File: config.mk
export PLATFORM = sky130hd
export DESIGN_NAME = dot_layer_merger
export DESIGN_NICKNAME = d
export VERILOG_FILES = /design/src/rtl/dot_layer_merger.sv
export SDC_FILE = /design/constraint.sdc
export NUM_CORES = 1
export LEC_CHECK = 0
export BUFFER_PORTS_ARGS = -buffer_cell sky130_fd_sc_hd__buf_2
export CAP_MARGIN = 40
export CORE_MARGIN = 2
export CORE_UTILIZATION = 54
export CTS_BUF_LIST = sky130_fd_sc_hd__clkbuf_16
export CTS_CLUSTER_SIZE = 14
export DETAILED_ROUTE_END_ITERATION = 8
export PLACE_DENSITY = 0.93
export SYNTH_ARGS = -nofsm -noshare
export SYNTH_HDL_FRONTEND = slang
export SYNTH_SLANG_ARGS = --single-unit
File: constraint.sdc
create_clock -name iClk -period 8.4 [get_ports iClk]
set_input_delay 0.42 -clock iClk [delete_from_list [all_inputs] [get_ports iClk]]
set_output_delay 0.42 -clock iClk [all_outputs]
set_load 0.005 [all_outputs]
File: src/rtl/dot_layer_merger.sv
// dot_layer_merger
//   Consumer end of the dot-generator FIFO interface. Pops all layer FIFOs
//   together, composites one pixel per read by fixed priority (layer 0 is
//   frontmost) with a transparent colour key, and streams the merged pixel
//   with its screen coordinates over a valid/ready handshake.
//
// Ports
//   iClk, iRst   clock, synchronous active-high reset
//   iHdisplay    active pixels per line (static during a frame)
//   iVdisplay    active lines per frame (static during a frame)
//   iBgColor     colour emitted when every layer is transparent
//   iLayerEmp    per-layer FIFO empty flags
//   oLayerEdd    read enable broadcast to every layer FIFO
//   iLayerVdd    per-layer read-data valid, one clock after oLayerEdd
//   iLayerDd     per-layer read data, layer k at [k*pColorDepth +: pColorDepth]
//   oPixel       merged pixel (head of the output buffer)
//   oHpos/oVpos  screen coordinates of oPixel
//   oVd          oPixel/oHpos/oVpos valid
//   iRdy         downstream ready; transfer on oVd & iRdy
//   oFe          pulses with the accept of the last pixel of a frame
//   oSkewErr     sticky: a read returned without every layer valid
module dot_layer_merger #(
    parameter int                     pLayerNum      = 4,
    parameter int                     pColorDepth    = 16,
    parameter int                     pHdisplayWidth = 11,
    parameter int                     pVdisplayWidth = 11,
    parameter logic [pColorDepth-1:0] pTransColor    = 16'h0000
) (
    input  logic                            iClk,
    input  logic                            iRst,
    input  logic [pHdisplayWidth-1:0]       iHdisplay,
    input  logic [pVdisplayWidth-1:0]       iVdisplay,
    input  logic [pColorDepth-1:0]          iBgColor,
    input  logic [pLayerNum-1:0]            iLayerEmp,
    output logic                            oLayerEdd,
    input  logic [pLayerNum-1:0]            iLayerVdd,
    input  logic [pLayerNum*pColorDepth-1:0] iLayerDd,
    output logic [pColorDepth-1:0]          oPixel,
    output logic [pHdisplayWidth-1:0]       oHpos,
    output logic [pVdisplayWidth-1:0]       oVpos,
    output logic                            oVd,
    input  logic                            iRdy,
    output logic                            oFe,
    output logic                            oSkewErr
);

    localparam logic [pHdisplayWidth-1:0] hOne = pHdisplayWidth'(1);
    localparam logic [pVdisplayWidth-1:0] vOne = pVdisplayWidth'(1);

    // Read issued last cycle; its data is on iLayerDd/iLayerVdd this cycle.
    logic                      rdPend;
    // Two-entry output buffer, entry 0 is the head.
    logic [pColorDepth-1:0]    bufData [2];
    logic [1:0]                bufCnt;
    logic [1:0]                bufCntNext;
    logic [1:0]                cOcc;
    logic [1:0]                wrIdx;

    logic [pHdisplayWidth-1:0] hCnt;
    logic [pVdisplayWidth-1:0] vCnt;
    logic [pHdisplayWidth-1:0] hLast;
    logic [pVdisplayWidth-1:0] vLast;
    logic                      hAtLast;
    logic                      vAtLast;

    logic                      accept;
    logic                      skewErr;
    logic [pColorDepth-1:0]    mergedPix;
    logic                      found;

    assign hLast   = iHdisplay - hOne;
    assign vLast   = iVdisplay - vOne;
    assign hAtLast = (hCnt == hLast);
    assign vAtLast = (vCnt == vLast);

    assign oVd      = (bufCnt != 2'd0);
    assign accept   = oVd & iRdy;
    assign oPixel   = bufData[0];
    assign oHpos    = hCnt;
    assign oVpos    = vCnt;
    assign oFe      = accept & hAtLast & vAtLast;
    assign oSkewErr = skewErr;

    // Occupancy covers the read in flight as well as buffered pixels, so the
    // buffer can never overflow even when iRdy drops with a read outstanding.
    assign cOcc = {1'b0, rdPend} + bufCnt;

    always_comb begin
        oLayerEdd = 1'b0;
        if (!iRst && (iLayerEmp == '0)) begin
            oLayerEdd = (cOcc < 2'd2) | ((cOcc == 2'd2) & accept);
        end
    end

    // Priority composite: first opaque layer from index 0 upward wins. A layer
    // whose valid did not arrive is treated as transparent.
    always_comb begin
        mergedPix = iBgColor;
        found     = 1'b0;
        for (int unsigned k = 0; k < pLayerNum; k++) begin
            if (!found && iLayerVdd[k] &&
                (iLayerDd[k*pColorDepth +: pColorDepth] != pTransColor)) begin
                mergedPix = iLayerDd[k*pColorDepth +: pColorDepth];
                found     = 1'b1;
            end
        end
    end

    // The returning pixel lands behind whatever remains after this cycle's
    // dequeue, which is why the write slot accounts for accept.
    always_comb begin
        wrIdx      = bufCnt - {1'b0, accept};
        bufCntNext = bufCnt + {1'b0, rdPend} - {1'b0, accept};
    end

    always_ff @(posedge iClk) begin
        if (iRst) begin
            rdPend     <= 1'b0;
            bufCnt     <= 2'd0;
            bufData[0] <= '0;
            bufData[1] <= '0;
            skewErr    <= 1'b0;
        end else begin
            rdPend <= oLayerEdd;
            bufCnt <= bufCntNext;
            if (accept) begin
                bufData[0] <= bufData[1];
            end
            // Placed after the shift so a write into slot 0 takes precedence.
            if (rdPend) begin
                if (wrIdx == 2'd0) begin
                    bufData[0] <= mergedPix;
                end else begin
                    bufData[1] <= mergedPix;
                end
                if (iLayerVdd != '1) begin
                    skewErr <= 1'b1;
                end
            end
        end
    end

    always_ff @(posedge iClk) begin
        if (iRst) begin
            hCnt <= '0;
            vCnt <= '0;
        end else if (accept) begin
            if (hAtLast) begin
                hCnt <= '0;
                vCnt <= vAtLast ? '0 : vCnt + vOne;
            end else begin
                hCnt <= hCnt + hOne;
            end
        end
    end

endmodule
==> flow_summary_export.csv <==
group,metric,value,unit
cts,clock_latency,0.32,ns
critical_path,critPathBufInv,3,
floorplan,die_area,8320,µm²
pwr,power_density,180,nW/µm²
timing,finalCritPeriodShare,39.9,%
yosys,synth_seq_area_share,36.1,%
timing,setup_viol,0,
yosys,yosysUniqueCellTypes,60,
yosys,syn_area,4110,µm²
cts,cts_setup_buffers,0,
timing,grt_setup_unrepaired,"false",
critical_path,slowest_delay,0.67,ns
critical_path,worst_r2r_endpoint,"oVpos[0]",
layout,antenna_cells,0,
critical_path,crit_fanout,8,
cts,cts.hold.buffers_added,0,
critical_path,worstPathArrival,2.94,ns
route,wirelength,12000,µm
critical_path,setup.worst_path.class,"input port to primary output",
yosys,synth_top_area_share,23.4,%
job,maxCapViolations,0,
critical_path,cp.depth,10,
cts,cts_buffers,9,
pwr,power.leakage,2.19,nW
timing,worstMarginPinSlew,0.926,ns
yosys,synth_commonest_cells,"nor2_1, a21oi_1, nand2_1",
yosys,avgSynthCellArea,8.45,µm²
grt,grt_overflow,0,
floorplan,ioPinCount,155,
critical_path,critPathTopFamily,"simple AND/OR/NAND/NOR gates",
critical_path,cp_slowest_cell,"or4_1",
floorplan,core-area,7290,µm²
route,ant_nets,0,
pwr,fin_total_pwr,0.926,mW
yosys,synth_ff_type,"edfxtp_1",
floorplan,std_cell_rows,31,
min_path,hold_class,"input port to flop",
yosys,syn_inst,486,
yosys,synth_area_leaders,"edfxtp_1, dfxtp_1, a21oi_1",
yosys,syn_nets,605,
yosys,synth_most_common_cell,"nor2_1",
yosys,synthArstFlopShare,0,%
cts,post_cts_resized,0,
route,drc_errors,0,
critical_path,crit_path_end,"oFe",
cts,cts_tree,"yes",
grt,grt_util_all_layers,28.7,%
route,dr.pass1.iters,8,
min_path,min_from,"iLayerEmp[2]",
yosys,synth_edf_count,32,
timing,relSlewSlack,38.1,%
cts,clk_path_buf_depth,2,
critical_path,critPathLaunchType,"input port",
timing,drv_slew,0,
floorplan,start_util,56.3,%
yosys,synth_seq_cells,58,
cts,h-tree-depth,3,
critical_path,end_kind,"primary output",
floorplan,die_h,91.2,µm
route,avgRoutedWirePerCell,16.6,µm
placement,dp_hpwl,9090,µm
timing,clock.fmax,0.298,GHz
layout,drive_gt1_share,29.1,%
layout,nets,739,
placement,portBuffers,154,
route,vias,4403,
yosys,synth_area_leader_cell,"edfxtp_1",
pwr,ir_drop,0.132,mV
timing,hold_viol,0,
route,initialDrtViolationCount,433,
grt,antenna_found_initial,0,
cts,cts-root-buf,"clkbuf_16",
route,vias_per_cell,6.08,
grt,grt_pass1_vias,4000,
critical_path,r2r-start,"oHpos[5]",
critical_path,crit_chain,"buf_2, inv_1, ha_1, nor4b_2, nand3_1, a221oi_1, o2111ai_1, or4_1, nor2_1, buf_2",
timing,finClkSkew,0.00437,ns
floorplan,die_w,91.2,µm
timing,setup_tns,0,ns
layout,area_delta_synth_final,25.3,%
grt,grt_max_degree,35,
timing,fin_crit,3.36,ns
cts,clkTransAtPathRegs,0.05,ns
critical_path,critPathRequiredTime,7.98,ns
critical_path,reg2reg_slack,5.47,ns
critical_path,timing.critical_path.mode_cell,"buf_2",
layout,filler_cell_count,568,
timing,hold_ws,0.281,ns
critical_path,reg2reg_depth,7,
yosys,yosys_warnings,0,
grt,grt_first_pass_wirelength,19400,µm
placement,gp_congestion,1.13,
cts,numClockSinks,58,
status,status,"complete, no violations",
critical_path,cp-startpoint,"iHdisplay[0]",
==> worst reg2reg max path: stages, from the launching register on <==
cell,delay [ns]
dfxtp_1,0.43
xnor2_1,0.13
or3_1,0.33
a2111oi_2,0.37
o2111ai_1,0.21
or4_1,0.67
nand2b_1,0.37
a2bb2o_1,0.31
==> cell families (layout without fill, tap and decap cells) <==
group	count (synthesis)	count (layout)	synth area share [%]
buffers and inverters	50	189	6.34
and+or+nand+nor	189	189	23.7
xor gates and xnor gates	40	40	8.89
adders and majority gates	6	6	1.83
DFF	58	58	36.1
muxes	13	13	3.17
AOI/OAI and AO/OA	130	130	20.0
==> power by group <==
group	total [mW]	leakage (nW)	internal [mW]	switching, mW
Sequential	0.352	0.542	0.336	0.0159
Clock	0.376	0.148	0.255	0.121
Combinational	0.198	1.50	0.0798	0.118
Total	0.926	2.19	0.671	0.255
==> how the worst min path moves through the flow <==
stage               slack, ns  cells past startpoint       end
floorplan                0.46                      2  oSkewErr
global placement         0.45                      2  oSkewErr
detailed placement       0.48                      2  oSkewErr
CTS                      0.28                      2    rdPend
global route             0.29                      2    rdPend
finish                   0.28                      2    rdPend
==> final cells by class <==
cell class	instances	area [µm²]	share of cell area, %
sequential	58	1480	28.8
tap	99	124	2.41
timing repair buffer	159	808	15.7
inverter	14	52.6	1.02
multi-input combinational	378	2370	46.1
clock buffer	9	225	4.37
clock inverter	7	83.8	1.63
==> sequential cells by signal, indices dropped and copies added (netlist names) <==
signal,cells
bufCnt,2
bufData,32
oHpos,11
oSkewErr,1
oVpos,11
rdPend,1
==> stage by stage <==
stage,instances,setup slack [ns],utilization [%],cell area [µm²]
floorplan,486,5.47,-,4110
global placement,706,4.93,66.2,4820
detailed placement,708,4.86,66.4,4840
CTS,724,5.06,70.6,5150
global route,724,4.77,70.6,5150
finish,724,5.04,70.6,5150
==> placed cells by master, fill, tap and decap left out, types with 5 or more instances in the layout <==
cell type,n
ha_1,6
xnor2_1,15
clkbuf_16,9
mux2i_1,13
inv_1,13
buf_4,5
nand4_1,11
a32o_1,14
nand2_1,35
nor2_1,60
xor2_1,24
or3_1,13
nor2b_1,9
o21ai_0,34
nand3_1,12
buf_2,154
nor4_1,17
nor3_1,8
a21oi_1,53
dfxtp_1,26
edfxtp_1,32
==> routing by layer <==
metal / GRT usage (%) / wire length, µm / vias up
met5: 0 / 0 / -
met4: 10.7 / 352 / 0
met3: 6.56 / 1060 / 43
met2: 46.4 / 5710 / 269
met1: 37.6 / 4890 / 2026
li1: - / - / 2065
Note: power is estimated with default switching activity, not from simulation.
